[src/rtl/if_latch.sv]
// IF/ID boundary: fetch request generation, ID latch, one-entry skid buffer for
// stalled fetches, and redirect/HALT handling.
module if_latch (
  input  logic        CLK,
  input  logic        RST,
  input  logic [31:0] pcaddr,
  input  logic [31:0] imemload,
  input  logic        ihit,
  input  logic        stall,
  input  logic        flush,
  output logic        imemREN,
  output logic [31:0] imemaddr,
  output logic        pcen,
  output logic [31:0] id_instruction,
  output logic [31:0] id_pcplus4,
  output logic        id_valid
);

  typedef enum logic [1:0] {FETCH, HOLD, KILL, HALTED} state_t;

  state_t      state, state_nxt;
  logic [31:0] buf_instr, buf_pcplus4, kill_addr;
  logic        ld_fetch, ld_buf_id, ld_buf, ld_kill, clr_valid;

  function automatic logic [31:0] pc_plus4(input logic [31:0] pc);
    return pc + 32'd4;
  endfunction

  function automatic logic is_halt(input logic [31:0] word);
    return word[31:26] == 6'h3F;
  endfunction

  always_comb begin
    state_nxt = state;
    imemREN   = 1'b0;
    imemaddr  = pcaddr;
    pcen      = 1'b0;
    ld_fetch  = 1'b0;
    ld_buf_id = 1'b0;
    ld_buf    = 1'b0;
    ld_kill   = 1'b0;
    clr_valid = 1'b0;
    case (state)
      FETCH: begin
        imemREN = 1'b1;
        if (flush) begin
          pcen      = 1'b1;
          clr_valid = 1'b1;
          if (!ihit) begin
            ld_kill   = 1'b1;
            state_nxt = KILL;
          end
        end else if (ihit) begin
          pcen = 1'b1;
          if (stall) begin
            ld_buf    = 1'b1;
            state_nxt = HOLD;
          end else begin
            ld_fetch  = 1'b1;
            state_nxt = is_halt(imemload) ? HALTED : FETCH;
          end
        end else if (!stall) begin
          clr_valid = 1'b1;
        end
      end
      HOLD: begin
        // A buffered HALT still reaches ID before fetch stops.
        if (flush) begin
          pcen      = 1'b1;
          clr_valid = 1'b1;
          state_nxt = FETCH;
        end else if (!stall) begin
          ld_buf_id = 1'b1;
          state_nxt = is_halt(buf_instr) ? HALTED : FETCH;
        end
      end
      KILL: begin
        // Drain the in-flight read for the squashed address; its data is dropped.
        imemREN  = 1'b1;
        imemaddr = kill_addr;
        if (flush) begin
          pcen      = 1'b1;
          clr_valid = 1'b1;
        end
        if (ihit) state_nxt = FETCH;
      end
      HALTED: begin
        if (flush) begin
          pcen      = 1'b1;
          clr_valid = 1'b1;
          state_nxt = FETCH;
        end else if (!stall) begin
          clr_valid = 1'b1;
        end
      end
      default: state_nxt = FETCH;
    endcase
  end

  always_ff @(posedge CLK or posedge RST) begin
    if (RST) state <= FETCH;
    else     state <= state_nxt;
  end

  always_ff @(posedge CLK or posedge RST) begin
    if (RST) begin
      id_instruction <= '0;
      id_pcplus4     <= '0;
      id_valid       <= 1'b0;
      buf_instr      <= '0;
      buf_pcplus4    <= '0;
      kill_addr      <= '0;
    end else begin
      if (ld_fetch) begin
        id_instruction <= imemload;
        id_pcplus4     <= pc_plus4(pcaddr);
      end else if (ld_buf_id) begin
        id_instruction <= buf_instr;
        id_pcplus4     <= buf_pcplus4;
      end
      if (ld_fetch || ld_buf_id) id_valid <= 1'b1;
      else if (clr_valid)        id_valid <= 1'b0;
      if (ld_buf) begin
        buf_instr   <= imemload;
        buf_pcplus4 <= pc_plus4(pcaddr);
      end
      if (ld_kill) kill_addr <= pcaddr;
    end
  end

endmodule

[config.mk]
export PLATFORM = sky130hd
export DESIGN_NAME = if_latch
export DESIGN_NICKNAME = d
export VERILOG_FILES = /design/src/rtl/if_latch.sv
export SDC_FILE = /design/constraint.sdc
export NUM_CORES = 1
export LEC_CHECK = 0
export ABC_AREA = 1
export CORE_ASPECT_RATIO = 0.9
export CORE_MARGIN = 2
export CORE_UTILIZATION = 52
export CTS_CLUSTER_SIZE = 20
export DETAILED_ROUTE_END_ITERATION = 6
export PLACE_DENSITY = 0.85
export RECOVER_POWER = 100
export SETUP_SLACK_MARGIN = 0.5
export SLEW_MARGIN = 20
export SYNTH_ARGS = -nofsm -noshare
export SYNTH_HDL_FRONTEND = slang
export SYNTH_SLANG_ARGS = --single-unit
[constraint.sdc]
create_clock -name CLK -period 6.63 [get_ports CLK]
set_input_delay 0.663 -clock CLK [delete_from_list [all_inputs] [get_ports CLK]]
set_output_delay 0.663 -clock CLK [all_outputs]
set_load 0.05 [all_outputs]
After elaboration in Yosys (flattened, before gate mapping)
Index checks and enable logic that the tools add are counted.

$add $sub $neg: 1. Equality and inequality tests: 10. Muxes and demuxes: 40. Reductions and logical operators: 8.

Operators by type and width (number): $mux W32 (5); $add A32 B3 Y32 const B (1); $mux W1 (22); $mux W2 (10); $eq A6 B6 Y1 const B (2); $ne A3 B3 Y1 const B (3); $pmux W2 S4 (1); $reduce_and A5 Y1 (1); $eq A2 B2 Y1 const B (2); $ne A2 B2 Y1 const B (2); $reduce_bool A2 Y1 (2); $reduce_or A2 Y1 (2); $pmux W1 S3 (1); $reduce_or A3 Y1 (1); $eq A2 B1 Y1 const B (1); $logic_not A2 Y1 (1); $pmux W1 S2 (1); $logic_or A1 B1 Y1 (1).

Logic and storage cells: 66. Register bits after elaboration: 163.

Logic depth before layout (Yosys ltp)
Gate-level depths: netlist (run 1).

Depth in word-level cells: 6. Gate-level depth with buffers: 10. Gate-level depth less buffers: 10.

Worst setup path after synthesis (run 1)
No wires, ideal clock.

Path type: flip-flop to output port. Start point: register state[0]. End point: output port imemaddr[23]. Data arrival time: 2.121 ns. Slack: 3.846 ns. Cell stages (with the launch flop): 6. Path buffers: 2. Path through: dfrtp_1 inv_1 ha_1 clkbuf_1 clkbuf_1 o21ai_0.

Cells in the longest elaborated chain, start to end: 2.

Ends and longest elaborated chain: start: declaration (RTL line 21) `state_t state, state_nxt;`; start signal: assignment (RTL line 102) `else state <= state_nxt;`; $eq A2 B2 Y1 (RTL line 43) `case (state)`; $mux W32 (RTL line 43); end: declaration (RTL line 12) `output logic [31:0] imemaddr,`.

Every way passes these cells.

Worst setup path after layout (run 1)
Start point: register state[0]. End point: output port imemaddr[31].

Same word-level chain as after synthesis.

==> out/metrics.cfg, run 1 <==
[clock_tree]
ctsResizeCount = 0
tritoncts.num_buffers = 17
postCtsSetupRepairBufs = 0
cts-root-buf = sky130_fd_sc_hd__clkbuf_16
cts_max_path_buffers = 2
clock_insertion_delay_worst_skew_ns = 0.43
clock_tree.htree_level_count = 4
cts.clk_slew.worst_paths_ns = 0.07
tritoncts = done
clock-sinks = 163
cts_hold_buf = 0

[routing]
number_of_iterations_in_the_first_detailed_routing_pass = 6
postRouteAntennaNets = 0
drt-wirelength-per-cell_um = 15.5
detail_route.drc_violations = 0
route.detailed.vias_per_inst = 5.29
num_vias = 7419
initialDrtViolationCount = 711
drt-total-wl_um = 21700

[critical_path]
worst-endpoint-arrival_ns = 3.77
critical_path_required_ns = 5.97
worst-setup-path-type = flip-flop to output port
cp_max_fo = 66
critPathCaptureType = output port
r2r_setup_slack_ns = 2.42
setup.worst_path.start_class = flip-flop

[global_routing]
antenna_violations_before_repair = 0
grt_overflow_total = 0
first_global_vias = 7090
grt_use_total_pct = 27.2
grt_start_max_net_pins = 97
grt_first_pass_wirelength_um = 35200

[sta]
final_max_slew_viol_count = 301
slew-limit-headroom_pct = -180
hold_viol = 0
final.setup.tns_ns = 0
worst-slew-pin-transition_ns = 4.17
rsz0062_at_grt = false
worst_clock_skew_ns = 0.00919
timing.final.crit_period_ns = 4.44
maxClockFrequency_ghz = 0.225
finalCritPeriodShare_pct = 66.9
finalSetupViolations = 0

[pwr]
p_clk_share_pct = 18.6
seqPwrFrac_pct = 34.8
power.switching_fraction_pct = 47.0
power_report.internal_total_w = 0.00266
power.net_switching_w = 0.00236
static-leakage-power_nw = 4.88
total_power_w = 0.00502
worst_ir_drop_vdd_uv = 334
power_density_nw_per_um2 = 489
pwr-share-comb_pct = 46.5

[synth]
post_synth_xor_area_fraction_pct = 1.42
synth_top_family_by_area = simple AND/OR/NAND/NOR gates
number_of_enable_flip_flop_cells_after_synthesis = 0
dominantRegCellSynth = sky130_fd_sc_hd__dfrtp_1
ys.warnings.count = 0
synth.yosys.seq_area_share_pct = 50.8
mappedNetlistNets = 1122
synth_compound_area_share_pct = 12.9
ys_top_cells_by_count = sky130_fd_sc_hd__nand2_1, sky130_fd_sc_hd__dfrtp_1, sky130_fd_sc_hd__o21ai_0, sky130_fd_sc_hd__inv_1, sky130_fd_sc_hd__nor2_1
post_synth_mux_area_share_pct = 0
cell_count_after_synthesis = 1047
yosys_cell_types = 30
netlist.area_leader.share_pct = 50.8
syn_area_per_cell_um2 = 7.67
most_common_cell_in_the_netlist = sky130_fd_sc_hd__nand2_1
adder_and_majority_cell_fraction_of_the_synthesized_area_pct = 0.935
synth_area_leaders = sky130_fd_sc_hd__dfrtp_1, sky130_fd_sc_hd__nand2_1, sky130_fd_sc_hd__o21ai_0, sky130_fd_sc_hd__inv_1, sky130_fd_sc_hd__nand3_1
synthDominantAreaCellType = sky130_fd_sc_hd__dfrtp_1
asyncSetResetFlopFracSynth_pct = 100
synth.ff_latch_count = 163
mappedNetlistArea_um2 = 8030
fraction_of_the_mapped_netlist_area_in_simple_logic_gates_pct = 25.7

[floorplan]
die_height_um = 122
coreArea_um2 = 15300
design.die.area_um2 = 16500
die_width_um = 135
starting_density_of_the_core_pct = 52.5
ioPinCount = 168
placementRows = 43

[run]
max_cap_violations = 5

[place]
routabilityCongestion = 0.889
hpwl_reported_at_the_end_of_detailed_placement_um = 14800
place.port_buffers = 167

[final_layout]
post_route_cells_drive_above_1_share_pct = 3.92
fillCellCount = 1253
fin_nets = 1262
area_growth_pct = 27.8
antenna-diode-count = 0

[outcome]
violated_checks = capacitance limit, slew limit
outcome = complete, but fails checks

[hold_path]
holdCritPathClass = flip-flop to flip-flop

-- stage by stage --
step | utilization (%) | instance area (µm²) | hold slack [ns] | instances | setup WS (ns)
4_1_cts | 67.3 | 10300 | 0.484 | 1402 | 2.98
3_3_place_gp | 63.7 | 9740 | 0.463 | 1370 | 3.35
3_5_place_dp | 63.7 | 9740 | 0.466 | 1370 | 3.29
2_1_floorplan | - | 8030 | 0.448 | 1047 | 1.56
6_report | 67.2 | 10300 | 0.479 | 1402 | 2.19
5_1_grt | 67.2 | 10300 | 0.490 | 1402 | 1.76
-- area by class of cell --
class / count / area, µm² / area share, %
flip-flops and latches: 163 / 4080 / 39.7
multi-input cells: 728 / 3280 / 32.0
inverters: 105 / 395 / 3.85
clock buffers: 20 / 457 / 4.45
clock inverters: 12 / 95.1 / 0.926
repair buffers: 172 / 1710 / 16.6
well taps: 202 / 253 / 2.46
-- state kept, by name, summed over array words and instances (netlist names) --
signal          count
id_instruction     32
buf_instr          32
buf_pcplus4        32
kill_addr          32
id_valid            1
state               2
id_pcplus4         32
-- per-layer routing --
metal	part of all wire (%)	global-route usage (%)
met1	44	37.4
met2	47	44.0
met3	6.6	5.62
met4	2.2	8.40
met5	0	0
-- critical path, stage by stage (launching register included) --
cell	delay (ns)
sky130_fd_sc_hd__dfrtp_1	0.40
sky130_fd_sc_hd__inv_1	0.13
sky130_fd_sc_hd__ha_1	1.49
sky130_fd_sc_hd__o21ai_0	0.42
sky130_fd_sc_hd__dlygate4sd3_1	0.89
-- power groups by stage --
stage | clock network, W | logic [W] | registers (W)
2_1_floorplan | 0 | 0.000986 | 0.00238
6_report | 0.000935 | 0.00234 | 0.00175
3_5_place_dp | 0 | 0.00245 | 0.00176
4_1_cts | 0.000937 | 0.00246 | 0.00175
5_1_grt | 0.000982 | 0.00252 | 0.00180
3_3_place_gp | 0 | 0.00239 | 0.00174
-- cells by family (layout without fill, tap and decap cells) --
kind of cell	count (synthesis)	in the layout
fa+ha+maj	6	6
compound gates	204	204
xor+xnor	13	13
simple gates	505	505
flops	163	163
buf+inv	156	309
-- cell usage in the layout, fill, tap and decap left out, types with 3 or more instances in the layout --
cell type / instances
sky130_fd_sc_hd__dfrtp_1: 163
sky130_fd_sc_hd__dlygate4sd3_1: 101
sky130_fd_sc_hd__nand3_1: 63
sky130_fd_sc_hd__a21oi_1: 36
sky130_fd_sc_hd__inv_1: 102
sky130_fd_sc_hd__inv_6: 5
sky130_fd_sc_hd__o21ai_1: 3
sky130_fd_sc_hd__xor2_1: 12
sky130_fd_sc_hd__a31oi_1: 4
sky130_fd_sc_hd__clkinvlp_4: 4
sky130_fd_sc_hd__nand2_1: 353
sky130_fd_sc_hd__o21ai_0: 157
sky130_fd_sc_hd__nor2_4: 5
sky130_fd_sc_hd__buf_4: 4
sky130_fd_sc_hd__clkbuf_16: 17
sky130_fd_sc_hd__nor2_1: 74
sky130_fd_sc_hd__clkdlybuf4s50_1: 66
sky130_fd_sc_hd__ha_1: 6
-- path summary, 6_finish.rpt --
| check | start | end | cells after the start |
|---|---|---|---|
| worst max-delay path | state[0]$_DFFE_PP0P_ | imemaddr[31] | 4 |
| worst min-delay path | id_pcplus4[6]$_DFFE_PP0P_ | id_pcplus4[6]$_DFFE_PP0P_ | 2 |
| worst max register to register | state[1]$_DFFE_PP0P_ | buf_pcplus4[5]$_DFFE_PP0P_ | 7 |
| worst min register to register | id_pcplus4[6]$_DFFE_PP0P_ | id_pcplus4[6]$_DFFE_PP0P_ | 2 |
| max in group asynchronous | RST | id_instruction[0]$_DFFE_PP0P_ | 3 |
| min in group asynchronous | RST | id_pcplus4[7]$_DFFE_PP0P_ | 2 |
Power figures use the tool's default switching activity.
==> inputs of run 2 (changes only) <==
Clock period 6.63 ns to 4.3 ns, I/O delays scaled along.
==> run 2 against run 1 <==
  * The flow still finishes with violations (capacitance limit, slew limit)
  * Count of clock-buffer cells in the layout decreased by 3
  * Routed wire length grew 0.58%
  * Sequential share of layout area shrank 0.073 points
  * Cell area increased by 0.18%
  * Final cell count increased by 0.14%
  * Hold slack worse by 0.0017 ns
  * Combinational power increased by 53%
  * Non-clock buffer count grew 2
  * Sequential cell count stayed put
  * Largest power group unchanged
==> out/metrics.cfg, run 2 (synthesis results as in run 1) <==
[outcome]
outcome = complete, but fails checks
violated_checks = capacitance limit, slew limit

[critical_path]
worstSetupStartpoint = state[0]$_DFFE_PP0P_
worst-endpoint-arrival_ns = 3.89  ; +0.12 ns
r2r_setup_slack_ns = 0.76  ; -1.66 ns
cp_max_fo = 56  ; -15%
cpPeakStageDelay_ns = 1.39  ; -0.10 ns
worstReg2RegStart = state[0]$_DFFE_PP0P_
worstPathCellList = inv_1, ha_1, nand2_1, nor2_1, inv_1, o21ai_0, a21oi_1
critPathMostFrequentCell = sky130_fd_sc_hd__inv_1
critical_path_required_ns = 4.65  ; -1.32 ns
worst-setup-path-type = flip-flop to flip-flop
cell_type_of_the_slowest_stage_on_the_worst_timing_path = sky130_fd_sc_hd__inv_1
critPathCaptureType = flip-flop
setup.worst_path.start_class = flip-flop

[pwr]
worst_ir_drop_vdd_uv = 573  ; +72%
static-leakage-power_nw = 4.88  ; about the same
power_density_nw_per_um2 = 756  ; +55%
total_power_w = 0.00778  ; +55%

[final_layout]
layout_commonest_cell = sky130_fd_sc_hd__nand2_1
mostFrequentLayoutCells = sky130_fd_sc_hd__nand2_1, sky130_fd_sc_hd__dfrtp_1, sky130_fd_sc_hd__o21ai_0
post_route_cells_drive_above_1_share_pct = 4.08  ; +0.16 points
fin_nets = 1264  ; +0.16%
area_growth_pct = 28.1
fillCellCount = 1214  ; -3.1%
design_area_um2 = 10300  ; +0.18%
antenna-diode-count = 0  ; unchanged
finalNonFillerCells = 1404  ; +0.14%

[routing]
wl_met2_um = 10300  ; +0.56%
drt-total-wl_um = 21800  ; +0.58%
route.detailed.vias_per_inst = 5.33  ; +0.65%
detail_route.wirelength.met1_um = 9370  ; -1.5%
num_vias = 7478  ; +0.80%
detail_route.drc_violations = 0  ; unchanged
drt-wirelength-per-cell_um = 15.5  ; +0.43%
routed.top_layer = met4
met3_length_um = 1540  ; +7.8%
number_of_iterations_in_the_first_detailed_routing_pass = 5  ; -1
initialDrtViolationCount = 564  ; -21%
postRouteAntennaNets = 0  ; unchanged

[sta]
worst-slew-pin-transition_ns = 1.94  ; -2.23 ns
slew-limit-headroom_pct = -29.8  ; +150 points
timing.final.crit_period_ns = 3.54
finalSetupViolations = 0  ; unchanged
rsz0062_at_grt = false
finalWorstSetupSlack_ns = 0.757  ; -1.43 ns
final_max_slew_viol_count = 336  ; +12%
worst_clock_skew_ns = 0.00798  ; -0.00121 ns
final.setup.tns_ns = 0  ; unchanged
hold_viol = 0  ; unchanged
maxClockFrequency_ghz = 0.282
finalCritPeriodShare_pct = 82.4

[place]
placedCellCount = 1372  ; +0.15%
detailedPlace.worstSlack_ns = 1.40  ; -1.89 ns
routabilityCongestion = 0.892  ; +0.28%
hpwl_reported_at_the_end_of_detailed_placement_um = 14600  ; -1.5%
place.port_buffers = 167  ; unchanged
post_dp_cell_area_um2 = 9780  ; +0.40%

[clock_tree]
tritoncts = done
cts-root-buf = sky130_fd_sc_hd__clkbuf_16
cts_hold_buf = 0  ; unchanged
cts.clk_slew.worst_paths_ns = 0.07  ; about the same
tritoncts.num_buffers = 17  ; unchanged
cts_max_path_buffers = 2  ; unchanged
clock_insertion_delay_worst_skew_ns = 0.43  ; about the same
clock_tree.htree_level_count = 4  ; unchanged
clock-sinks = 163  ; unchanged
ctsResizeCount = 0  ; unchanged
postCtsSetupRepairBufs = 0  ; unchanged

[global_routing]
grt_start_max_net_pins = 104  ; +7.2%
first_global_vias = 7080  ; -0.14%
grt_first_pass_wirelength_um = 35100  ; -0.24%
antenna_violations_before_repair = 0  ; unchanged
grt_use_total_pct = 27.0  ; -0.20 points
grt_overflow_total = 0  ; unchanged

[floorplan]
design.die.area_um2 = 16500  ; unchanged
ioPinCount = 168  ; unchanged
coreArea_um2 = 15300  ; unchanged
die_width_um = 135  ; unchanged
die_height_um = 122  ; unchanged
starting_density_of_the_core_pct = 52.5  ; unchanged
placementRows = 43  ; unchanged

[run]
max_cap_violations = 5  ; unchanged

[hold_path]
hp-start = id_instruction[27]$_DFFE_PP0P_
holdCritPathClass = flip-flop to flip-flop

[run 2: cell types whose count changed in the layout (fill, tap and decap cells not counted), sizes merged]
cell           before  now
buf                 4    3
clkinv              2    6
clkinvlp            5    4
inv               110  109
bufinv              0    1
dlygate4sd3       101  100
clkdlybuf4s50      66   67
[run 2: critical path: cells and delay by family, from the launching register on]
kind | cells | cell delay [ns]
AOI/OAI and AO/OA | 2 | 0.68
DFF | 1 | 0.38
adders and majority gates | 1 | 0.24
and+or+nand+nor | 2 | 0.67
buffers and inverters | 2 | 1.49
[run 2: layer usage]
layer | up-vias | GRT usage (%)
li1 | 3600 | -
met1 | 3536 | 37.7
met2 | 295 | 42.5
met3 | 47 | 5.58
met4 | 0 | 9.24
met5 | - | 0
[run 2: power by group]
part / total, W / internal (W) / switching (W) / leakage (nW)
Combinational: 0.00359 / 0.00105 / 0.00254 / 2.61
Clock: 0.00149 / 0.000813 / 0.000672 / 0.275
Sequential: 0.00270 / 0.00227 / 0.000428 / 2.00
Total: 0.00778 / 0.00413 / 0.00364 / 4.88
[run 2: cell type report]
class / instances / area (µm²) / share of cell area [%]
clock buffer: 17 / 425 / 4.14
clock inverter: 15 / 151 / 1.47
inverter: 105 / 395 / 3.84
multi-input combinational: 728 / 3270 / 31.8
sequential: 163 / 4080 / 39.7
tap: 202 / 253 / 2.46
timing repair buffer: 174 / 1710 / 16.7
[run 2: final timing paths]
kind | depth (start not counted) | end
min in group asynchronous | 2 | id_pcplus4[9]$_DFFE_PP0P_
min | 2 | id_instruction[27]$_DFFE_PP0P_
max | 7 | id_pcplus4[2]$_DFFE_PP0P_
max reg2reg | 7 | id_pcplus4[2]$_DFFE_PP0P_
min reg2reg | 2 | id_instruction[27]$_DFFE_PP0P_
max in group asynchronous | 3 | buf_instr[3]$_DFFE_PP0P_
[run 2: per-stage QoR]
| stage | util, % | hold WS (ns) |
|---|---|---|
| 6_report | 67.3 | 0.477 |
| 5_1_grt | 67.3 | 0.501 |
| 4_1_cts | 67.8 | 0.485 |
| 3_5_place_dp | 64.0 | 0.471 |
| 3_3_place_gp | 64.0 | 0.463 |
| 2_1_floorplan | - | 0.448 |
==> inputs of run 3 (changes only) <==
Settings changed: CORE_UTILIZATION 52 to 47, PLACE_DENSITY 0.85 to 0.81.
Clock period 4.3 ns to 2.8 ns, I/O delays scaled along.
==> run 3 against run 2 <==
  * The run still ends with capacitance limit, slew limit left
  * Global-route usage fell by 2.1 points
  * Combinational power grew 64%
  * Critical path depth fell by 1
  * Critical path type is now flip-flop to output port
==> out/metrics.cfg, run 3 (synthesis results as in run 1) <==
[critical_path]
critPathCaptureType = output port
critical_path_required_ns = 2.52  ; -2.13 ns
largest_delay_contributor_family_on_the_critical_path = buffers and inverters
cpPeakStageDelay_ns = 0.49  ; -0.90 ns
worstPathCellList = inv_1, ha_1, buf_8, nand2_1, o21ai_0, clkbuf_2
cp_max_fo = 21  ; -63%
setup.worst_path.start_class = flip-flop
worst-setup-path-type = flip-flop to output port
worst-endpoint-arrival_ns = 2.19  ; -1.70 ns
r2r_setup_slack_ns = 0.49  ; -0.27 ns
cp.buffers_inverters = 3  ; +1
cell_type_of_the_slowest_stage_on_the_worst_timing_path = sky130_fd_sc_hd__ha_1

[routing]
drt-total-wl_um = 22300  ; +2.2%
met3_length_um = 1740  ; +13%
number_of_iterations_in_the_first_detailed_routing_pass = 6  ; +1
detail_route.wirelength.met1_um = 9730  ; +3.8%
routed.top_layer = met4
wl_met2_um = 10500  ; +1.3%
num_vias = 7486  ; +0.11%
initialDrtViolationCount = 566  ; +0.35%
drt-wirelength-per-cell_um = 15.7  ; +0.78%
route.detailed.vias_per_inst = 5.26  ; -1.3%
detail_route.drc_violations = 0  ; unchanged
postRouteAntennaNets = 0  ; unchanged

[sta]
hold_viol = 0  ; unchanged
rsz0062_at_grt = true
finalCritPeriodShare_pct = 88.3
final.setup.tns_ns = 0  ; unchanged
final_max_slew_viol_count = 165  ; -51%
worst-slew-pin-transition_ns = 1.87  ; -0.0670 ns
finalSetupViolations = 0  ; unchanged
maxClockFrequency_ghz = 0.405
slew-limit-headroom_pct = -24.9  ; +4.8 points
timing.final.crit_period_ns = 2.47
worst_clock_skew_ns = 0.00865  ; +0.000675 ns
finalWorstSetupSlack_ns = 0.329  ; -0.428 ns

[floorplan]
coreArea_um2 = 16800  ; +9.8%
starting_density_of_the_core_pct = 47.9  ; -4.7 points
ioPinCount = 168  ; unchanged
die_height_um = 128  ; +5.0%
die_width_um = 142  ; +5.0%
design.die.area_um2 = 18100  ; +10%
placementRows = 45  ; +4.7%

[final_layout]
mostFrequentLayoutCells = sky130_fd_sc_hd__nand2_1, sky130_fd_sc_hd__dfrtp_1, sky130_fd_sc_hd__o21ai_0
layout_commonest_cell = sky130_fd_sc_hd__nand2_1
post_route_cells_drive_above_1_share_pct = 7.67  ; +3.6 points
area_growth_pct = 30.7
fillCellCount = 1433  ; +18%
layout.area.seq_um2 = 4080  ; unchanged
antenna-diode-count = 0  ; unchanged
fin_nets = 1276  ; +0.95%
multi_input_comb_area_um2 = 3290  ; +0.65%
design_area_um2 = 10500  ; +2.0%

[clock_tree]
cts_max_path_buffers = 2  ; unchanged
clock-sinks = 163  ; unchanged
cts.clk_slew.worst_paths_ns = 0.07  ; about the same
clock_insertion_delay_worst_skew_ns = 0.43  ; about the same
tritoncts = done
cts_hold_buf = 0  ; unchanged
tritoncts.num_buffers = 17  ; unchanged
clock_tree.htree_level_count = 4  ; unchanged
cts-root-buf = sky130_fd_sc_hd__clkbuf_16

[global_routing]
grt_overflow_total = 0  ; unchanged
grt_start_max_net_pins = 138  ; +33%
first_global_vias = 7119  ; +0.55%
grt_first_pass_wirelength_um = 35700  ; +1.5%
antenna_violations_before_repair = 0  ; unchanged
grt_use_total_pct = 24.9  ; -2.1 points

[pwr]
worst_ir_drop_vdd_uv = 631  ; +10%
static-leakage-power_nw = 5.03  ; +3.0%
power_density_nw_per_um2 = 1160  ; +53%

[place]
post_dp_cell_area_um2 = 9960  ; +1.9%
routabilityCongestion = 0.881  ; -1.2%
hpwl_reported_at_the_end_of_detailed_placement_um = 14900  ; +2.6%
place.port_buffers = 167  ; unchanged
detailedPlace.worstSlack_ns = 0.384  ; -1.02 ns

[outcome]
violated_checks = capacitance limit, slew limit
outcome = complete, but fails checks

[run]
max_cap_violations = 2  ; -3

[hold_path]
holdCritPathClass = input pin to flip-flop

[run 3: worst paths after layout]
path                                           startpoint                             end  depth (start not counted)
max                                  state[0]$_DFFE_PP0P_                     imemaddr[2]                          6
min                                           imemload[5]        buf_instr[5]$_DFFE_PP0P_                          3
max reg2reg                          state[0]$_DFFE_PP0P_      buf_pcplus4[7]$_DFFE_PP0P_                          7
min reg2reg                id_instruction[12]$_DFFE_PP0P_  id_instruction[12]$_DFFE_PP0P_                          2
max in group asynchronous                             RST  id_instruction[28]$_DFFE_PP0P_                          3
min in group asynchronous                             RST        kill_addr[3]$_DFFE_PP0P_                          3
[run 3: timing repair]
action,4_1_cts,5_1_grt
buffers inserted,1,3
gates resized for setup,3,5
gates cloned,0,1
endpoints found under the setup margin,35,73
pin swaps,0,1
[run 3: through the flow]
stage	std cells	util [%]	power, W	hold slack [ns]
3_5_place_dp	1388	59.4	0.0102	0.467
6_report	1424	62.5	0.0122	0.442
3_3_place_gp	1388	59.4	0.0101	0.463
4_1_cts	1420	62.7	0.0124	0.336
5_1_grt	1424	62.5	0.0129	0.477
2_1_floorplan	1047	-	0.00797	0.390
[run 3: where the power goes]
group	internal, W	switching, W	total (W)
clock	0.00115	0.00101	0.00216
sequential	0.00349	0.000641	0.00413
combinational	0.00184	0.00405	0.00588
total	0.00647	0.00570	0.0122
[run 3: layer usage]
| metal | up-vias | GRT usage [%] |
|---|---|---|
| met1 | 3506 | 34.3 |
| met5 | - | 0 |
| met3 | 32 | 5.23 |
| met2 | 330 | 39.9 |
| met4 | 0 | 7.88 |
| li1 | 3618 | - |
[run 3: worst min-delay path, cell delays in order]
cell,delay (ns)
sky130_fd_sc_hd__clkdlybuf4s50_1,0.41
sky130_fd_sc_hd__nand2_1,0.06
sky130_fd_sc_hd__o21ai_0,0.07
[run 3: layout make-up]
class	count	share of cell area, %
inverter	105	3.83
clock buffer	19	4.13
clock inverter	12	0.966
sequential	163	38.9
multi-input combinational	728	31.3
tap	211	2.52
timing repair buffer	186	18.3
